===== src/rtl/otter_arb_pkg.sv =====
// Shared types for the otter instruction/data memory arbiter.
// Holds the FSM state and grant encodings plus the fair-pick helper.
package otter_arb_pkg;

    typedef enum logic [1:0] {IDLE, ISSUE, WAIT, RESP} arb_state_t;
    typedef enum logic {GNT_IMEM, GNT_DMEM} arb_grant_t;

    localparam int ARB_CNT_W = 4;

    // When both ports are pending, the port that did not win last time goes next.
    function automatic arb_grant_t arb_pick(input logic ireq, input logic dreq,
                                            input logic last_dmem);
        if (ireq && dreq) begin
            return last_dmem ? GNT_IMEM : GNT_DMEM;
        end else if (dreq) begin
            return GNT_DMEM;
        end
        return GNT_IMEM;
    endfunction

endpackage


===== src/rtl/otter_mem_arbiter.sv =====
// Arbitrates one single-port synchronous memory between fetch and data ports.
// Latency MEM_LATENCY+2 from request to valid; one access in flight, no queueing.
module otter_mem_arbiter
    import otter_arb_pkg::*;
#(
    parameter int ADDR_WIDTH  = 32,
    parameter int DATA_WIDTH  = 32,
    parameter int MEM_LATENCY = 1
) (
    input  logic                    i_clk,
    input  logic                    i_rst,
    input  logic                    i_imem_req,
    input  logic [ADDR_WIDTH-1:0]   i_imem_addr,
    output logic [DATA_WIDTH-1:0]   o_imem_r_data,
    output logic                    o_imem_valid,
    input  logic                    i_dmem_re,
    input  logic                    i_dmem_we,
    input  logic [DATA_WIDTH/8-1:0] i_dmem_sel,
    input  logic [ADDR_WIDTH-1:0]   i_dmem_addr,
    input  logic [DATA_WIDTH-1:0]   i_dmem_w_data,
    output logic [DATA_WIDTH-1:0]   o_dmem_r_data,
    output logic                    o_dmem_valid,
    output logic                    o_mem_en,
    output logic                    o_mem_we,
    output logic [DATA_WIDTH/8-1:0] o_mem_sel,
    output logic [ADDR_WIDTH-1:0]   o_mem_addr,
    output logic [DATA_WIDTH-1:0]   o_mem_w_data,
    input  logic [DATA_WIDTH-1:0]   i_mem_r_data,
    output logic                    o_busy
);

    arb_state_t           state_q;
    arb_grant_t           gnt_q;
    arb_grant_t           gnt_d;
    logic                 last_dmem_q;
    logic [ARB_CNT_W-1:0] cnt_q;
    logic                 dreq;

    assign dreq  = i_dmem_re | i_dmem_we;
    assign gnt_d = arb_pick(i_imem_req, dreq, last_dmem_q);

    always_ff @(posedge i_clk) begin
        if (i_rst) begin
            state_q       <= IDLE;
            gnt_q         <= GNT_IMEM;
            last_dmem_q   <= 1'b0;
            cnt_q         <= '0;
            o_imem_r_data <= '0;
            o_imem_valid  <= 1'b0;
            o_dmem_r_data <= '0;
            o_dmem_valid  <= 1'b0;
            o_mem_en      <= 1'b0;
            o_mem_we      <= 1'b0;
            o_mem_sel     <= '0;
            o_mem_addr    <= '0;
            o_mem_w_data  <= '0;
            o_busy        <= 1'b0;
        end else begin
            o_imem_valid <= 1'b0;
            o_dmem_valid <= 1'b0;
            case (state_q)
                IDLE: begin
                    if (i_imem_req || dreq) begin
                        gnt_q       <= gnt_d;
                        last_dmem_q <= (gnt_d == GNT_DMEM);
                        o_mem_en    <= 1'b1;
                        o_busy      <= 1'b1;
                        state_q     <= ISSUE;
                        if (gnt_d == GNT_DMEM) begin
                            o_mem_we     <= i_dmem_we;
                            o_mem_sel    <= i_dmem_sel;
                            o_mem_addr   <= i_dmem_addr;
                            o_mem_w_data <= i_dmem_w_data;
                        end else begin
                            o_mem_we     <= 1'b0;
                            o_mem_sel    <= '1;
                            o_mem_addr   <= i_imem_addr;
                            o_mem_w_data <= '0;
                        end
                    end
                end
                ISSUE: begin
                    o_mem_en <= 1'b0;
                    cnt_q    <= ARB_CNT_W'(MEM_LATENCY - 1);
                    state_q  <= WAIT;
                end
                WAIT: begin
                    // Command fields stay stable on the memory bus until the read returns.
                    if (cnt_q != '0) begin
                        cnt_q <= cnt_q - ARB_CNT_W'(1);
                    end else begin
                        state_q <= RESP;
                        if (gnt_q == GNT_DMEM) begin
                            o_dmem_r_data <= i_mem_r_data;
                            o_dmem_valid  <= 1'b1;
                        end else begin
                            o_imem_r_data <= i_mem_r_data;
                            o_imem_valid  <= 1'b1;
                        end
                    end
                end
                RESP: begin
                    state_q <= IDLE;
                    o_busy  <= 1'b0;
                end
            endcase
        end
    end

endmodule

===== config.mk =====
export PLATFORM = sky130hd
export DESIGN_NAME = otter_mem_arbiter
export DESIGN_NICKNAME = d
export VERILOG_FILES = /design/src/rtl/otter_arb_pkg.sv /design/src/rtl/otter_mem_arbiter.sv
export SDC_FILE = /design/constraint.sdc
export NUM_CORES = 1
export LEC_CHECK = 0
export BUFFER_PORTS_ARGS = -buffer_cell sky130_fd_sc_hd__buf_2
export CAP_MARGIN = 20
export CORE_UTILIZATION = 30
export DETAILED_ROUTE_END_ITERATION = 6
export HOLD_SLACK_MARGIN = 0.08
export PLACE_DENSITY = 0.61
export SETUP_SLACK_MARGIN = 0.4
export SLEW_MARGIN = 0
export SYNTH_ARGS = -nofsm -noshare
export SYNTH_HDL_FRONTEND = slang
export SYNTH_SLANG_ARGS = --single-unit

===== constraint.sdc =====
create_clock -name i_clk -period 3.6 [get_ports i_clk]
set_clock_uncertainty 0.1 [all_clocks]
set_input_delay 0.36 -clock i_clk [delete_from_list [all_inputs] [get_ports i_clk]]
set_output_delay 0.36 -clock i_clk [all_outputs]
set_load 0.01 [all_outputs]

# Word-level counts from Yosys, hierarchy flattened
# Index checks and enable logic that the tools add are counted.
# word_totals
reg_bits	144
inputBits	137
out_inout_bits	137
wordCells	58
# classes
add_sub_neg	1
eq_ne	6
n_mux	19
bitwise	4
reduce_logical	15
# op_table
cell	count
$mux W32	2
$reduce_and A2 Y1	5
$mux W1	9
$mux W4	2
$pmux W2 S4	1
$pmux W4 S2	1
$ne A2 B2 Y1 const B	3
$reduce_and A3 Y1	2
$reduce_bool A2 Y1	3
$eq A2 B2 Y1 const B	2
$mux W2	2
$pmux W1 S2	2
$reduce_bool A4 Y1	1
$sub A4 B1 Y4 const B	1
$not A1 Y1	3
$reduce_or A3 Y1	1
$eq A2 B1 Y1 const B	1
$logic_not A2 Y1	1
$logic_and A1 B1 Y1	1
$logic_or A1 B1 Y1	1
$or A1 B1 Y1	1

# Longest topological paths before layout
# Gate-level depths: netlist (run 1).
# logic_depth
ltp_word	5
depth_mapped	8
ltp_nobuf	5

# Worst setup path after synthesis (run 1)
# Ideal clock, no wire load.
# synth_path
kind	reg2reg
from	reg state_q[0]
to	reg o_dmem_r_data[1]
setup_time_ps	72
arrival_ps	1505
required_time_ps	3428
path_slack_ps	1923
path_stages_with_launch	8
n_path_buf	2
synth_period_minus_slack_ps	1677
path_cell_list	dfxtp_1 > inv_1 > ha_1 > and4bb_4 > and2_4 > buf_6 > buf_6 > mux2i_1
# synth_via
elab_chain_cells	2
# synth_lines
item	line	source
start: declaration	otter_mem_arbiter.sv:32	arb_state_t state_q;
start signal: assignment	otter_mem_arbiter.sv:44	state_q <= IDLE;
start signal: assignment	otter_mem_arbiter.sv:68	state_q <= ISSUE;
start signal: assignment	otter_mem_arbiter.sv:85	state_q <= WAIT;
$eq A2 B2 Y1	otter_mem_arbiter.sv:61	case (state_q)
$reduce_and A3 Y1 (no source line)	n/a	
end signal: assignment	otter_mem_arbiter.sv:94	o_dmem_r_data <= i_mem_r_data;
end: declaration	otter_mem_arbiter.sv:21	output logic [DATA_WIDTH-1:0] o_dmem_r_data,
# Every way passes these cells.
# A chain may end at the register's enable or synchronous reset.

# Worst setup path in the final report (run 1)
# layout_path
from	reg state_q[0]
to	reg o_mem_addr[10]
# layout_via
elab_chain_cells	2
# layout_lines
item	line	source
$logic_not A2 Y1	otter_mem_arbiter.sv:61	
$reduce_and A2 Y1 (no source line)	n/a	
end signal: assignment	otter_mem_arbiter.sv:72	o_mem_addr <= i_dmem_addr;
end signal: assignment	otter_mem_arbiter.sv:77	o_mem_addr <= i_imem_addr;
end: declaration	otter_mem_arbiter.sv:26	output logic [ADDR_WIDTH-1:0] o_mem_addr,
# Every way passes these cells.

==> results of run 1 <==
-- cells by family (layout without fill, tap and decap cells) --
kind of cell | Yosys count | after routing | synth area share
AOI/OAI and AO/OA | 118 | 118 | 0.1470
adders and majority gates | 6 | 6 | 0.01334
buffers and inverters | 58 | 332 | 0.05404
DFF | 144 | 144 | 0.5123
muxes | 65 | 65 | 0.1156
and+or+nand+nor | 218 | 218 | 0.1577
-- power groups by stage --
stage	clock [mW]	combinational (mW)	sequential (mW)
finish	1.85	1.70	2.12
global route	1.98	1.87	2.16
CTS	1.91	1.72	2.12
detailed placement	0	1.70	2.15
global placement	0	1.67	2.15
floorplan	0	0.940	2.30
-- layer usage --
metal	wire (um)	up-vias	global-route usage	share of wire
li1	-	2638	-	-
met1	6891	2383	0.1980	0.45
met2	7293	201	0.2578	0.47
met3	1011	16	0.04731	0.066
met4	233	0	0.06023	0.015
met5	0	-	0	0
-- registers in the layout, summed over array words and instances (netlist names) --
name,count
state_q,2
last_dmem_q,1
o_dmem_r_data,32
o_mem_addr,32
o_busy,1
o_mem_en,1
o_mem_w_data,32
o_imem_r_data,32
cnt_q,4
o_mem_we,1
o_mem_sel,4
o_dmem_valid,1
o_imem_valid,1
-- stage by stage --
| stage | std cells | cell area, sq um |
|---|---|---|
| CTS | 1112 | 7845 |
| finish | 1112 | 7845 |
| detailed placement | 1068 | 7107 |
| global placement | 1068 | 7107 |
| floorplan | 609 | 5627 |
| global route | 1112 | 7845 |
-- cell type report --
| class | count | area (sq um) |
|---|---|---|
| well taps | 229 | 286.5 |
| multi-input cells | 407 | 2467 |
| flip-flops and latches | 144 | 2883 |
| clock inverters | 14 | 178.9 |
| fillers | 1795 | 10300 |
| clock buffers | 18 | 439.2 |
| repair buffers | 294 | 1567 |
| inverters | 6 | 23.77 |
-- cell usage after synthesis --
master | n | area (sq um)
sky130_fd_sc_hd__o221a_2 | 4 | 45.04
sky130_fd_sc_hd__clkinv_1 | 1 | 3.750
sky130_fd_sc_hd__nor3b_1 | 1 | 7.510
sky130_fd_sc_hd__nor2_1 | 39 | 146.4
sky130_fd_sc_hd__a32oi_1 | 33 | 289.0
sky130_fd_sc_hd__nor3_4 | 1 | 16.27
sky130_fd_sc_hd__a211oi_1 | 2 | 15.01
sky130_fd_sc_hd__nand3b_1 | 1 | 7.510
sky130_fd_sc_hd__and2_4 | 1 | 8.760
sky130_fd_sc_hd__dfxtp_1 | 144 | 2883
sky130_fd_sc_hd__ha_1 | 6 | 75.07
sky130_fd_sc_hd__buf_4 | 4 | 30.03
sky130_fd_sc_hd__nor2b_1 | 1 | 6.260
sky130_fd_sc_hd__a31oi_1 | 32 | 200.2
sky130_fd_sc_hd__o21ai_0 | 35 | 175.2
sky130_fd_sc_hd__o31a_1 | 2 | 17.52
sky130_fd_sc_hd__clkbuf_1 | 19 | 71.32
sky130_fd_sc_hd__and4bb_4 | 1 | 16.27
sky130_fd_sc_hd__o2bb2ai_1 | 1 | 8.760
sky130_fd_sc_hd__a21oi_1 | 5 | 25.02
sky130_fd_sc_hd__a2bb2oi_2 | 1 | 15.01
sky130_fd_sc_hd__buf_2 | 21 | 105.1
sky130_fd_sc_hd__nand2_1 | 165 | 619.3
sky130_fd_sc_hd__nand2b_1 | 1 | 6.260
sky130_fd_sc_hd__or4b_4 | 1 | 13.76
sky130_fd_sc_hd__o21ai_2 | 1 | 8.760
sky130_fd_sc_hd__mux2i_1 | 65 | 650.6
sky130_fd_sc_hd__inv_1 | 5 | 18.77
sky130_fd_sc_hd__or3b_1 | 1 | 8.760
sky130_fd_sc_hd__nor3_1 | 3 | 15.01
sky130_fd_sc_hd__or3_1 | 1 | 6.260
sky130_fd_sc_hd__buf_1 | 2 | 7.510
sky130_fd_sc_hd__nand4b_1 | 1 | 8.760
sky130_fd_sc_hd__o31ai_2 | 1 | 12.51
sky130_fd_sc_hd__buf_6 | 6 | 67.56
sky130_fd_sc_hd__a221oi_2 | 1 | 15.01
-- worst max-delay path by stage --
stage	slack, ps	depth (start not counted)	to	from
after floorplan	1920	7	o_dmem_r_data[1]	state_q[0]
after global placement	1490	6	o_mem_addr[10]	state_q[0]
after detailed placement	1390	6	o_mem_addr[20]	state_q[0]
after CTS	880	7	o_mem_addr[10]	state_q[0]
after global routing	630	7	o_mem_addr[18]	state_q[1]
final	820	7	o_mem_addr[10]	state_q[0]
-- worst max-delay path, delay by kind of cell, from the launching register on --
| family | cells | cell delay (ps) |
|---|---|---|
| buffers and inverters | 3 | 1170 |
| AO/OA/AOI/OAI | 3 | 590 |
| flip-flops | 1 | 320 |
| adder cells (fa/ha/maj) | 1 | 510 |
==> out/metrics.json, run 1 <==
{
  "timing.rr.start": {"value": "state_q[0]"},
  "place_hpwl": {"value": 10.12, "unit": "mm"},
  "min_from": {"value": "i_dmem_w_data[21]"},
  "worst_slew_pin_slew": {"value": 839.7, "unit": "ps"},
  "final.setup.tns": {"value": 0, "unit": "ps"},
  "insertion_delay": {"value": 410, "unit": "ps"},
  "setup.worst_path.class": {"value": "reg2reg"},
  "logic_depth_of_the_worst_register_to_register_path": {"value": 7},
  "finalNetCount": {"value": 1013},
  "initial_standard_cell_utilization_of_the_core": {"value": 0.3101},
  "post_route_worst_setup_slack": {"value": 817.4, "unit": "ps"},
  "floorplan.core_area": {"value": 18150, "unit": "sq um"},
  "critPathSlowestCell": {"value": "sky130_fd_sc_hd__dlygate4sd3_1"},
  "power_per_cell_area": {"value": 722.8, "unit": "nW/um^2"},
  "path_cells": {"value": "inv_1 > ha_1 > o31a_2 > buf_4 > o21ai_0 > a31oi_1 > dlygate4sd3_1"},
  "yosys_register_bits": {"value": 144},
  "grt_start_max_net_pins": {"value": 135},
  "min_period": {"value": 2783, "unit": "ps"},
  "cts_inserted_buffers": {"value": 17},
  "reg2reg_setup_slack": {"value": 820, "unit": "ps"},
  "cp-end-kind": {"value": "flop"},
  "crit-reg2reg-capture": {"value": "o_mem_addr[10]"},
  "vias": {"value": 5238},
  "drtPass1Iterations": {"value": 7},
  "clk_pin_slew_worst_paths": {"value": 60, "unit": "ps"},
  "dieWidth": {"value": 139.0, "unit": "um"},
  "leakagePower": {"value": 3.818, "unit": "nW"},
  "power.share.combinational": {"value": 0.299},
  "final-setup-viol-count": {"value": 0},
  "worstPathMaxFanout": {"value": 68},
  "status": {"value": "finished with violations"},
  "fin_util": {"value": 0.4323},
  "critPathRequiredTime": {"value": 3860, "unit": "ps"},
  "cts-htree-levels": {"value": 4},
  "n_antenna_cell": {"value": 0},
  "post-cts-setup-buffers": {"value": 0},
  "p_int": {"value": 3.749, "unit": "mW"},
  "cts_num_sinks": {"value": 144},
  "cp.arrival": {"value": 3040, "unit": "ps"},
  "design_power_total": {"value": 5.670, "unit": "mW"},
  "sequential_element_share_of_the_synthesized_area": {"value": 0.5123},
  "fmax": {"value": 359.4, "unit": "MHz"},
  "mostFrequentLayoutCells": {"value": "sky130_fd_sc_hd__buf_2, sky130_fd_sc_hd__nand2_1, sky130_fd_sc_hd__dfxtp_1, sky130_fd_sc_hd__mux2i_1, sky130_fd_sc_hd__nor2_1"},
  "whs": {"value": 102.4, "unit": "ps"},
  "drc_errors": {"value": 13},
  "clk_path_buf_depth": {"value": 2},
  "timing.final.max_slew_violations": {"value": 0},
  "clock-root-buffer": {"value": "sky130_fd_sc_hd__clkbuf_16"},
  "start_kind": {"value": "flop"},
  "crit_path_max_incr_delay": {"value": 560, "unit": "ps"},
  "grt-ovfl-total": {"value": 0},
  "routed_length_per_placed_instance": {"value": 13.88, "unit": "um"},
  "finalWirelength": {"value": 15.43, "unit": "mm"},
  "initial_detailed_routing_violation_count": {"value": 173},
  "finalCritPeriodShare": {"value": 0.7729},
  "cap_viol_max_count": {"value": 0},
  "power.switching_fraction": {"value": 0.3388},
  "mostFrequentLayoutCell": {"value": "sky130_fd_sc_hd__buf_2"},
  "drtAntennaViolNets": {"value": 0},
  "cts_tree": {"value": "yes"},
  "fp-row-count": {"value": 49},
  "synthesis.area": {"value": 5627, "unit": "sq um"},
  "hold_path.class": {"value": "in2reg"},
  "power.ir.vdd_worst": {"value": 393.5, "unit": "uV"},
  "area_delta_synth_final": {"value": 39.43, "unit": "%"},
  "average_vias_per_placed_instance": {"value": 4.710},
  "post-place-ws": {"value": 1390, "unit": "ps"},
  "first_global_vias": {"value": 4893},
  "dieArea": {"value": 19310, "unit": "sq um"},
  "clkPwrFrac": {"value": 0.327},
  "power.switching": {"value": 1.921, "unit": "mW"},
  "cts_hold_buf": {"value": 12},
  "yosysUniqueCellTypes": {"value": 36},
  "grt_pass1_wl": {"value": 24.71, "unit": "mm"},
  "place_congestion": {"value": 0.7748},
  "failed_checks": {"value": "DRC"},
  "sequentialPowerShare": {"value": 0.374},
  "die_height": {"value": 139.0, "unit": "um"},
  "worst_hold_path.num_cells": {"value": 3},
  "drive_above_1_share": {"value": 0.3726},
  "synth_nets": {"value": 752},
  "io-pin-count": {"value": 274},
  "worst_hold_path.endpoint": {"value": "o_mem_w_data[21]"},
  "cts_resized": {"value": 0},
  "setup_repair_after_global_routing_missed_its_margin": {"value": "no"},
  "track_usage": {"value": 0.1588},
  "yosys_warnings": {"value": 0},
  "syn_area_per_cell": {"value": 9.239, "unit": "sq um"},
  "finalHoldViolations": {"value": 0},
  "grt_antenna_before_repair": {"value": 0},
  "io_buffer_count": {"value": 273},
  "worst_slew_margin_rel": {"value": 0.4402},
  "synth_cells": {"value": 609}
}
No activity file was read; power rests on OpenSTA's default activity.
==> run 2, diff against run 1 <==
Clock period 3.6 ns to 2.6 ns, I/O delays scaled along.
==> out/metrics.json, run 2 (synthesis gave the netlist of run 1 again) <==
{
  "final.setup.tns": {"value": 0, "unit": "ps", "change": "unchanged"},
  "clock-root-buffer": {"value": "sky130_fd_sc_hd__clkbuf_16", "change": "unchanged"},
  "area_delta_synth_final": {"value": 61.97, "unit": "%", "change": "was 39.43%"},
  "worst_slew_pin_slew": {"value": 708.8, "unit": "ps", "change": "was 839.7 ps"},
  "endpoint": {"value": "o_imem_r_data[25]", "change": "was o_mem_addr[10]"},
  "worst_slew_margin_rel": {"value": 0.5275, "change": "was 0.4402"},
  "fp-row-count": {"value": 49, "change": "unchanged"},
  "cp-end-kind": {"value": "flop", "change": "unchanged"},
  "final-setup-viol-count": {"value": 0, "change": "unchanged"},
  "critPathLaunch": {"value": "cnt_q[0]", "change": "was state_q[0]"},
  "crit_path_max_incr_delay": {"value": 420, "unit": "ps", "change": "was 560 ps"},
  "crit-reg2reg-capture": {"value": "o_imem_r_data[25]", "change": "was o_mem_addr[10]"},
  "path_cells": {"value": "inv_1 > ha_1 > or3b_1 > nor3_4 > buf_4 > mux2i_1", "change": "was inv_1 > ha_1 > o31a_2 > buf_4 > o21ai_0 > a31oi_1 > dlygate4sd3_1"},
  "number_of_cells_on_the_critical_path": {"value": 6, "change": "was 7"},
  "dieWidth": {"value": 139.0, "unit": "um", "change": "unchanged"},
  "mostFrequentLayoutCell": {"value": "sky130_fd_sc_hd__buf_2", "change": "unchanged"},
  "hold_path.class": {"value": "in2reg", "change": "unchanged"},
  "vias": {"value": 5811, "change": "was 5238"},
  "clk_pin_slew_worst_paths": {"value": 60, "unit": "ps", "change": "about the same"},
  "drtPass1Iterations": {"value": 7, "change": "unchanged"},
  "grt_pass1_wl": {"value": 27.77, "unit": "mm", "change": "was 24.71 mm"},
  "start_kind": {"value": "flop", "change": "unchanged"},
  "cpLargestDelayFamily": {"value": "simple AND/OR/NAND/NOR gates", "change": "was buffers and inverters"},
  "place_congestion": {"value": 0.7693, "change": "was 0.7748"},
  "failed_checks": {"value": "DRC", "change": "unchanged"},
  "initial_standard_cell_utilization_of_the_core": {"value": 0.3101, "change": "unchanged"},
  "power_per_cell_area": {"value": 881.0, "unit": "nW/um^2", "change": "was 722.8 nW/um^2"},
  "finalWirelength": {"value": 17.25, "unit": "mm", "change": "was 15.43 mm"},
  "io-pin-count": {"value": 274, "change": "unchanged"},
  "power.ir.vdd_worst": {"value": 512.8, "unit": "uV", "change": "was 393.5 uV"},
  "initial_detailed_routing_violation_count": {"value": 288, "change": "was 173"},
  "logic_depth_of_the_worst_register_to_register_path": {"value": 6, "change": "was 7"},
  "grt_start_max_net_pins": {"value": 80, "change": "was 135"},
  "cts_tree": {"value": "yes", "change": "unchanged"},
  "place_hpwl": {"value": 10.45, "unit": "mm", "change": "was 10.12 mm"},
  "min_period": {"value": 1973, "unit": "ps", "change": "was 2783 ps"},
  "cts-htree-levels": {"value": 4, "change": "unchanged"},
  "worstPathMaxFanout": {"value": 20, "change": "was 68"},
  "n_antenna_cell": {"value": 0, "change": "unchanged"},
  "floorplan.core_area": {"value": 18150, "unit": "sq um", "change": "unchanged"},
  "filler_cell_count": {"value": 1672, "change": "was 1795"},
  "timing.final.max_slew_violations": {"value": 0, "change": "unchanged"},
  "fmax": {"value": 506.9, "unit": "MHz", "change": "was 359.4 MHz"},
  "status": {"value": "finished with violations", "change": "unchanged"},
  "cp.arrival": {"value": 2210, "unit": "ps", "change": "was 3040 ps"},
  "mostFrequentLayoutCells": {"value": "sky130_fd_sc_hd__buf_2, sky130_fd_sc_hd__nand2_1, sky130_fd_sc_hd__dfxtp_1, sky130_fd_sc_hd__dlygate4sd3_1, sky130_fd_sc_hd__mux2i_1", "change": "was sky130_fd_sc_hd__buf_2, sky130_fd_sc_hd__nand2_1, sky130_fd_sc_hd__dfxtp_1, sky130_fd_sc_hd__mux2i_1, sky130_fd_sc_hd__nor2_1"},
  "worstPathBufferInverterCount": {"value": 2, "change": "was 3"},
  "grt-ovfl-total": {"value": 0, "change": "unchanged"},
  "cts_inserted_buffers": {"value": 17, "change": "unchanged"},
  "cap_viol_max_count": {"value": 0, "change": "unchanged"},
  "finalCritPeriodShare": {"value": 0.7588, "change": "was 0.7729"},
  "critPathRequiredTime": {"value": 2840, "unit": "ps", "change": "was 3860 ps"},
  "cts_resized": {"value": 0, "change": "unchanged"},
  "finalNetCount": {"value": 1138, "change": "was 1013"},
  "io_buffer_count": {"value": 273, "change": "unchanged"},
  "finalHoldViolations": {"value": 0, "change": "unchanged"},
  "track_usage": {"value": 0.1771, "change": "was 0.1588"},
  "timing.rr.start": {"value": "cnt_q[0]", "change": "was state_q[0]"},
  "first_global_vias": {"value": 5755, "change": "was 4893"},
  "post_placement_cell_count": {"value": 1073, "change": "was 1068"},
  "reg2reg_setup_slack": {"value": 630, "unit": "ps", "change": "was 820 ps"},
  "routed_length_per_placed_instance": {"value": 13.95, "unit": "um", "change": "was 13.88 um"},
  "cts_num_sinks": {"value": 144, "change": "unchanged"},
  "finalNonFillerCells": {"value": 1237, "change": "was 1112"},
  "clk_path_buf_depth": {"value": 2, "change": "unchanged"},
  "drc_errors": {"value": 14, "change": "was 13"},
  "die_height": {"value": 139.0, "unit": "um", "change": "unchanged"},
  "drtAntennaViolNets": {"value": 0, "change": "unchanged"},
  "average_vias_per_placed_instance": {"value": 4.698, "change": "was 4.710"},
  "design_power_total": {"value": 8.029, "unit": "mW", "change": "was 5.670 mW"},
  "setup_repair_after_global_routing_missed_its_margin": {"value": "no", "change": "unchanged"},
  "insertion_delay": {"value": 410, "unit": "ps", "change": "about the same"},
  "drive_above_1_share": {"value": 0.3313, "change": "was 0.3726"},
  "setup.worst_path.class": {"value": "reg2reg", "change": "unchanged"},
  "leakagePower": {"value": 4.349, "unit": "nW", "change": "was 3.818 nW"},
  "dieArea": {"value": 19310, "unit": "sq um", "change": "unchanged"},
  "grt_antenna_before_repair": {"value": 0, "change": "unchanged"},
  "critPathSlowestCell": {"value": "sky130_fd_sc_hd__or3b_1", "change": "was sky130_fd_sc_hd__dlygate4sd3_1"},
  "fin_util": {"value": 0.5022, "change": "was 0.4323"}
}
[run 2: worst min-delay path by stage]
stage | startpoint | endpoint | slack (ps) | cells past startpoint
4_1_cts | i_dmem_we | o_mem_we | 160 | 3
3_3_place_gp | o_imem_r_data[23] | o_imem_r_data[23] | 340 | 2
2_1_floorplan | i_dmem_addr[10] | o_mem_addr[10] | 310 | 2
3_5_place_dp | o_dmem_r_data[9] | o_dmem_r_data[9] | 350 | 2
6_report | i_dmem_we | o_mem_we | 180 | 3
5_1_grt | i_dmem_we | o_mem_we | 190 | 3
[run 2: cell type report]
cell class / count / area [sq um] / share of cell area
tap: 229 / 286.5 / 0.03144
multi-input combinational: 407 / 2467 / 0.2707
timing repair buffer: 419 / 2843 / 0.3119
inverter: 6 / 23.77 / 0.002608
clock inverter: 15 / 185.2 / 0.02032
sequential: 144 / 2883 / 0.3163
clock buffer: 17 / 425.4 / 0.04668
[run 2: per-stage QoR]
step | setup slack, ps | cell area, sq um | hold WS, ps
2_1_floorplan | 922.9 | 5627 | 312.5
3_3_place_gp | 665.6 | 7182 | 339.4
3_5_place_dp | 615.1 | 7182 | 348.9
4_1_cts | 604.8 | 9114 | 157.9
5_1_grt | 477.3 | 9114 | 189.8
6_report | 627.1 | 9114 | 177.9
[run 2: routing by layer]
layer	routed length [um]	global-route usage	up-vias
li1	-	-	2888
met1	7247	0.2053	2656
met2	8432	0.3052	231
met3	1164	0.05110	36
met4	408	0.07310	0
met5	0	0	-
[run 2: worst reg2reg max path: cells and delay by family (launching register included)]
| kind | cells | cell delay, ps |
|---|---|---|
| flops | 1 | 340 |
| mux | 1 | 240 |
| fa+ha+maj | 1 | 230 |
| buf+inv | 2 | 440 |
| simple gates | 2 | 540 |
[run 2: where the power goes]
| part | internal (mW) | switching (mW) | total, mW |
|---|---|---|---|
| clock | 1.52 | 0.995 | 2.52 |
| combinational | 1.12 | 1.46 | 2.58 |
| sequential | 2.69 | 0.246 | 2.94 |
[run 2: repair_timing]
item                                   in CTS  in global routing
buffers inserted                            0                  0
endpoints found under the hold margin     132                  0
hold buffers                              132                  0
